### src/rtl/parity_frame_tx.sv
// Serial parity-framed transmitter: accepts a word on load/ready, shifts it out LSB-first,
// then appends one parity bit so every DATA_WIDTH+1 bit frame has the configured parity.
//
// state  | meaning
// IDLE   | no frame in progress, x held at 0
// DATA   | shifting out data bits
// PARITY | driving the parity bit, may accept the next word back-to-back
module parity_frame_tx #(
    parameter int DATA_WIDTH = 8,
    parameter int ODD_PARITY = 0
) (
    input  logic                  clk,
    input  logic                  rst,
    input  logic [DATA_WIDTH-1:0] data_in,
    input  logic                  load,
    output logic                  ready,
    output logic                  x,
    output logic                  frame,
    output logic                  par_flag
);

    localparam int CW = $clog2(DATA_WIDTH);
    localparam logic [CW-1:0] LAST_CNT = CW'(DATA_WIDTH - 1);
    localparam logic ODD_BIT = (ODD_PARITY != 0);

    typedef enum logic [1:0] {
        S_IDLE,
        S_DATA,
        S_PARITY
    } state_t;

    state_t                state_q, state_d;
    logic [DATA_WIDTH-1:0] shift_q, shift_d;
    logic                  acc_q, acc_d;
    logic [CW-1:0]         count_q, count_d;
    logic                  x_q, x_d;
    logic                  frame_q, frame_d;
    logic                  par_q, par_d;
    logic                  accept;

    assign ready    = (state_q != S_DATA);
    assign accept   = load && ready;
    assign x        = x_q;
    assign frame    = frame_q;
    assign par_flag = par_q;

    always_ff @(posedge clk or posedge rst) begin
        if (rst) begin
            state_q <= S_IDLE;
            shift_q <= '0;
            acc_q   <= 1'b0;
            count_q <= '0;
            x_q     <= 1'b0;
            frame_q <= 1'b0;
            par_q   <= 1'b0;
        end else begin
            state_q <= state_d;
            shift_q <= shift_d;
            acc_q   <= acc_d;
            count_q <= count_d;
            x_q     <= x_d;
            frame_q <= frame_d;
            par_q   <= par_d;
        end
    end

    always_comb begin
        state_d = state_q;
        shift_d = shift_q;
        acc_d   = acc_q;
        count_d = count_q;
        x_d     = 1'b0;
        frame_d = 1'b0;
        par_d   = 1'b0;

        case (state_q)
            S_DATA: begin
                // count wraps to 0 once the last data bit has gone out
                if (count_q != '0) begin
                    x_d     = shift_q[0];
                    acc_d   = acc_q ^ shift_q[0];
                    shift_d = shift_q >> 1;
                    count_d = (count_q == LAST_CNT) ? '0 : count_q + CW'(1);
                    frame_d = 1'b1;
                end else begin
                    state_d = S_PARITY;
                    x_d     = acc_q;
                    frame_d = 1'b1;
                    par_d   = 1'b1;
                end
            end
            default: begin
                if (accept) begin
                    state_d = S_DATA;
                    x_d     = data_in[0];
                    frame_d = 1'b1;
                    shift_d = data_in >> 1;
                    acc_d   = ODD_BIT ^ data_in[0];
                    count_d = CW'(1);
                end else begin
                    state_d = S_IDLE;
                end
            end
        endcase
    end

endmodule
### config.mk
export PLATFORM = sky130hd
export DESIGN_NAME = parity_frame_tx
export DESIGN_NICKNAME = d
export VERILOG_FILES = /design/src/rtl/parity_frame_tx.sv
export SDC_FILE = /design/constraint.sdc
export NUM_CORES = 1
export LEC_CHECK = 0
export CORE_MARGIN = 2
export CORE_UTILIZATION = 52
export DETAILED_ROUTE_END_ITERATION = 10
export GPL_TIMING_DRIVEN = 0
export PLACE_DENSITY_LB_ADDON = 0.05
export SLEW_MARGIN = 20
export SYNTH_ARGS = -nofsm -noshare
export SYNTH_HDL_FRONTEND = slang
export SYNTH_SLANG_ARGS = --single-unit
### constraint.sdc
create_clock -name clk -period 2.57 [get_ports clk]
set_clock_uncertainty 0.05 [all_clocks]
set_input_delay 0.3855 -clock clk [delete_from_list [all_inputs] [get_ports clk]]
set_output_delay 0.3855 -clock clk [all_outputs]
set_load 0.02 [all_outputs]
Word level (Yosys, flattened, before mapping)
Cells that the tools add are included.
- register bits: 17
- input bits: 11
- output and inout bits: 4
- word-level logic and storage cells: 38
- add/subtract/negate cells: 1
- equal/unequal tests: 5
- mux-type cells: 20
- bitwise operators: 1
- reductions and logical operators: 4
- operators by type and width (cell ; number):
    8-bit 2-to-1 mux ; 3
    3-bit 2-to-1 mux ; 4
    1-bit 2-to-1 mux ; 11
    2-bit 2-to-1 mux ; 2
    2-bit inequality test (second input constant) ; 2
    3-bit by 1-bit adder with 3-bit output (second input constant) ; 1
    3-bit == test (second input constant) ; 1
    3-bit nonzero test ; 1
    2-bit by 1-bit == test with 1-bit output (second input constant) ; 1
    2-bit by 1-bit inequality test with 1-bit output (second input constant) ; 1
    2-bit AND reduction ; 1
    2-bit nonzero test ; 1
    1-bit logical AND ; 1
    1-bit XOR ; 1

Logic depth before layout (Yosys ltp)
- depth in word-level cells: 4
- gate-level depth with buffers: 7
- depth with buffers taken out: 6

Worst setup path before layout
OpenSTA, ideal clock, no wires.
- path kind: reg2reg
- start point: reg count_q[0]
- end point: reg shift_q[4]
- setup time: 130 ps
- arrival time: 1240 ps
- data required time: 2390 ps
- slack: 1151 ps
- stages on the path, launching flop included: 8
- buffers on the path: 1
- period minus slack after synthesis: 1419 ps
- cell sequence: dfrtp_1 -> inv_1 -> ha_1 -> and4bb_4 -> o21bai_4 -> buf_6 -> nand2_1 -> o21ai_0
- word-level cells in the longest chain between the ends: 3
- RTL lines (what ; RTL line ; RTL):
    from (decl) ; 35 ; logic [CW-1:0] count_q, count_d;
    from (signal assigned) ; 60 ; count_q <= count_d;
    3-bit nonzero test ; 79 ; if (count_q != '0) begin
    2-bit inequality test (no line) ; -- ;
    2-bit AND reduction (no line) ; -- ;
    to (signal assigned) ; 58 ; shift_q <= shift_d;
    to (decl) ; 33 ; logic [DATA_WIDTH-1:0] shift_q, shift_d;
No other way between the ends.
A chain may end at the register's enable or synchronous reset.

Worst setup path after layout
- start point: reg state_q[0]
- end point: out ready
- word-level cells in the longest chain between the ends: 1
- RTL lines (what ; RTL line ; RTL):
    from (decl) ; 32 ; state_t state_q, state_d;
    from (signal assigned) ; 57 ; state_q <= state_d;
    2-bit by 1-bit inequality test with 1-bit output ; 41 ; assign ready = (state_q != S_DATA);
    to (decl) ; 16 ; output logic ready,
No other way between the ends.

==> run metrics <==
post-layout min period 2.25 ns; crit-path cells nor2b_1 -> buf_6 -> inv_2 -> buf_6 -> clkdlybuf4s50_1; PostCTS Resize Cnt 0; CTS root buf clkbuf_4; placed insts 99; DRC viols 0; Core ar. 1350 µm²; register area 400 µm²; final number of setup-violating endpoints 0; average wire per cell in the routed design 13.1 µm; Sink Count 16; critical path depth 5; total of max-cap violations 0; Finished Layout Cells 103; vias in the first global route 567; maximum vdd drop 0.000733 V; # rows 13; register area share after synthesis 51.8%; I/O pins 15; port bufs 14; Avg Synthesized Cell Area 11.0 µm²; Routed WL 1.35 mm; Hold Violations, Final 0; clock transition at the registers of the reported paths 0.09 ns; Crit path arrival time 1.81 ns; Synthesized Nets 84; crit share post-route 87.5%; vias after detailed routing 559; CP Class reg2out; Initial DRC Count 9; #FFs+latches synth 16; CP max stage cell clkdlybuf4s50_1; antenna viol nets, final 0; starting density of the core 57.3%; count of final max-slew check failures 0; Layout fillers 116; Detailed Place HPWL 1.02 mm; Worst EP required 2.13 ns; setup_tns 0 ns; Top cell by count, worst path buf_6; Yosys warning count 0; clock latency on the worst-skew pair 0.28 ns; share of cells above drive strength 1 11.4%; global-route wire length before repair 2.38 mm; initial antenna violation count 0; Clock Tree Buf Depth 2; Mapped Area 773 µm²; Post-Syn Instances 70; RePlAce Congestion 0.728; status finished, final reports clean; drt pass-1 iters 4; Diodes inserted 0; die height 42.6 µm; Max Freq 0.445 GHz; CTS tree built; cts hold-fix bufs 0; number of CTS-inserted buffers 3; PD cells 1310 nW/µm²; GR Overflow Total 0; crit path buf inv count 4; Distinct cells, synth 23; CP Launch Type flip-flop; worst r2r path cells 7; unrepaired setup endpoints after global routing no; leak pwr 0.000445 µW; area of the multi-input gates 313 µm²; nets@finish 103; crit path capture type output pin; Global Route Usage Sum 18.0%; Worst path top cell family by delay buffers and inverters; Layout area overhead 25.2%; Worst-Margin Slew 0.594 ns; Die Span X 42.6 µm; die area 1810 µm²; CP max stage delay 0.61 ns; H-Tree Depth 1; # Post-CTS Setup Buffers 0; largest net degree at the start of global routing 17; routed vias/inst 5.43; HP Class in2async; Slew headroom 60.4%; Pwr Total 1270 µW; CP Max Fanout 10
[report_power, final]
group	internal, µW	switching [µW]
combinational	330	338
clock	86.3	79.1
sequential	370	64.5
total	787	481
[area by class of cell]
type                    count  area share (%)
plain buffers               3            3.49
clock buffers               4            3.75
inverters                   7            2.71
multi-input cells          44            32.3
flip-flops and latches     16            41.3
well taps                  15            1.94
repair buffers             14            14.5
[placed cells by master (no fill, tap or decap), types with 2 or more instances in the layout]
cell type	n
ha_1	3
inv_1	6
o21ai_0	4
nand3_1	2
clkdlybuf4s50_1	14
clkbuf_4	3
nand2_1	7
mux2i_1	7
a21oi_1	3
nor2_1	3
o21ai_1	4
dfrtp_1	16
buf_6	3
[cells by family after synthesis]
family | count (synthesis) | share of synthesized area, %
adder cells (fa/ha/maj) | 3 | 4.85
flip-flops | 16 | 51.8
multiplexers | 7 | 9.06
AND/OR/NAND/NOR | 19 | 13.6
AO/OA/AOI/OAI | 15 | 12.9
buffers and inverters | 10 | 7.77
[final timing paths]
path / slack [ns] / to / start
max: 0.32 / ready / state_q[0]
min: 0.42 / acc_q / rst
max reg2reg: 1.01 / shift_q[4] / count_q[0]
min reg2reg: 0.42 / state_q[1] / state_q[1]
max in group asynchronous: 1.67 / shift_q[6] / rst
min in group clk: 0.42 / state_q[1] / state_q[1]
[worst reg2reg max path: stages, from the launching register on]
cell      delay (ns)
dfrtp_1         0.38
inv_1           0.07
ha_1            0.24
and4bb_4        0.22
o21bai_4        0.20
buf_6           0.16
nand2_1         0.05
o21ai_0         0.07
[synth_stat cells, drive strengths merged]
cell	count	area share [%]
a21oi	3	1.9
a32o	1	1.3
and4bb	1	2.1
buf	3	4.4
dfrtp	16	52
ha	3	4.9
inv	7	3.4
mux2i	7	9.1
nand2	7	3.4
nand2b	1	0.81
nand3	2	1.3
nand3b	1	0.97
nand4	1	0.81
nor2	3	1.5
nor2b	1	0.81
nor3	1	0.65
nor4bb	1	1.3
o211a	1	1.3
o21ai	8	5.2
o21bai	1	2.4
o22ai	1	0.81
[state kept, by name (all words and copies together) (netlist names)]
name,cells
x,1
state_q,2
shift_q,7
frame,1
acc_q,1
count_q,3
par_flag,1
[routing by layer]
metal,up-vias,share of wire (%),GRT usage [%]
li1,280,-,-
met2,16,52,30.8
met5,-,0,0
met1,261,43,20.9
met4,0,1.6,11.3
met3,2,4.0,2.59
[per-stage QoR]
step / worst slack (ns) / instance area [µm²] / hold slack [ns] / util (%)
floorplan: 1.15 / 773 / 0.249 / -
global placement: 0.638 / 932 / 0.393 / 69.0
detailed placement: 0.632 / 932 / 0.407 / 69.0
CTS: 0.302 / 968 / 0.420 / 71.7
global route: 0.245 / 968 / 0.445 / 71.7
finish: 0.322 / 968 / 0.416 / 71.7
No activity file was read; power rests on OpenSTA's default activity.
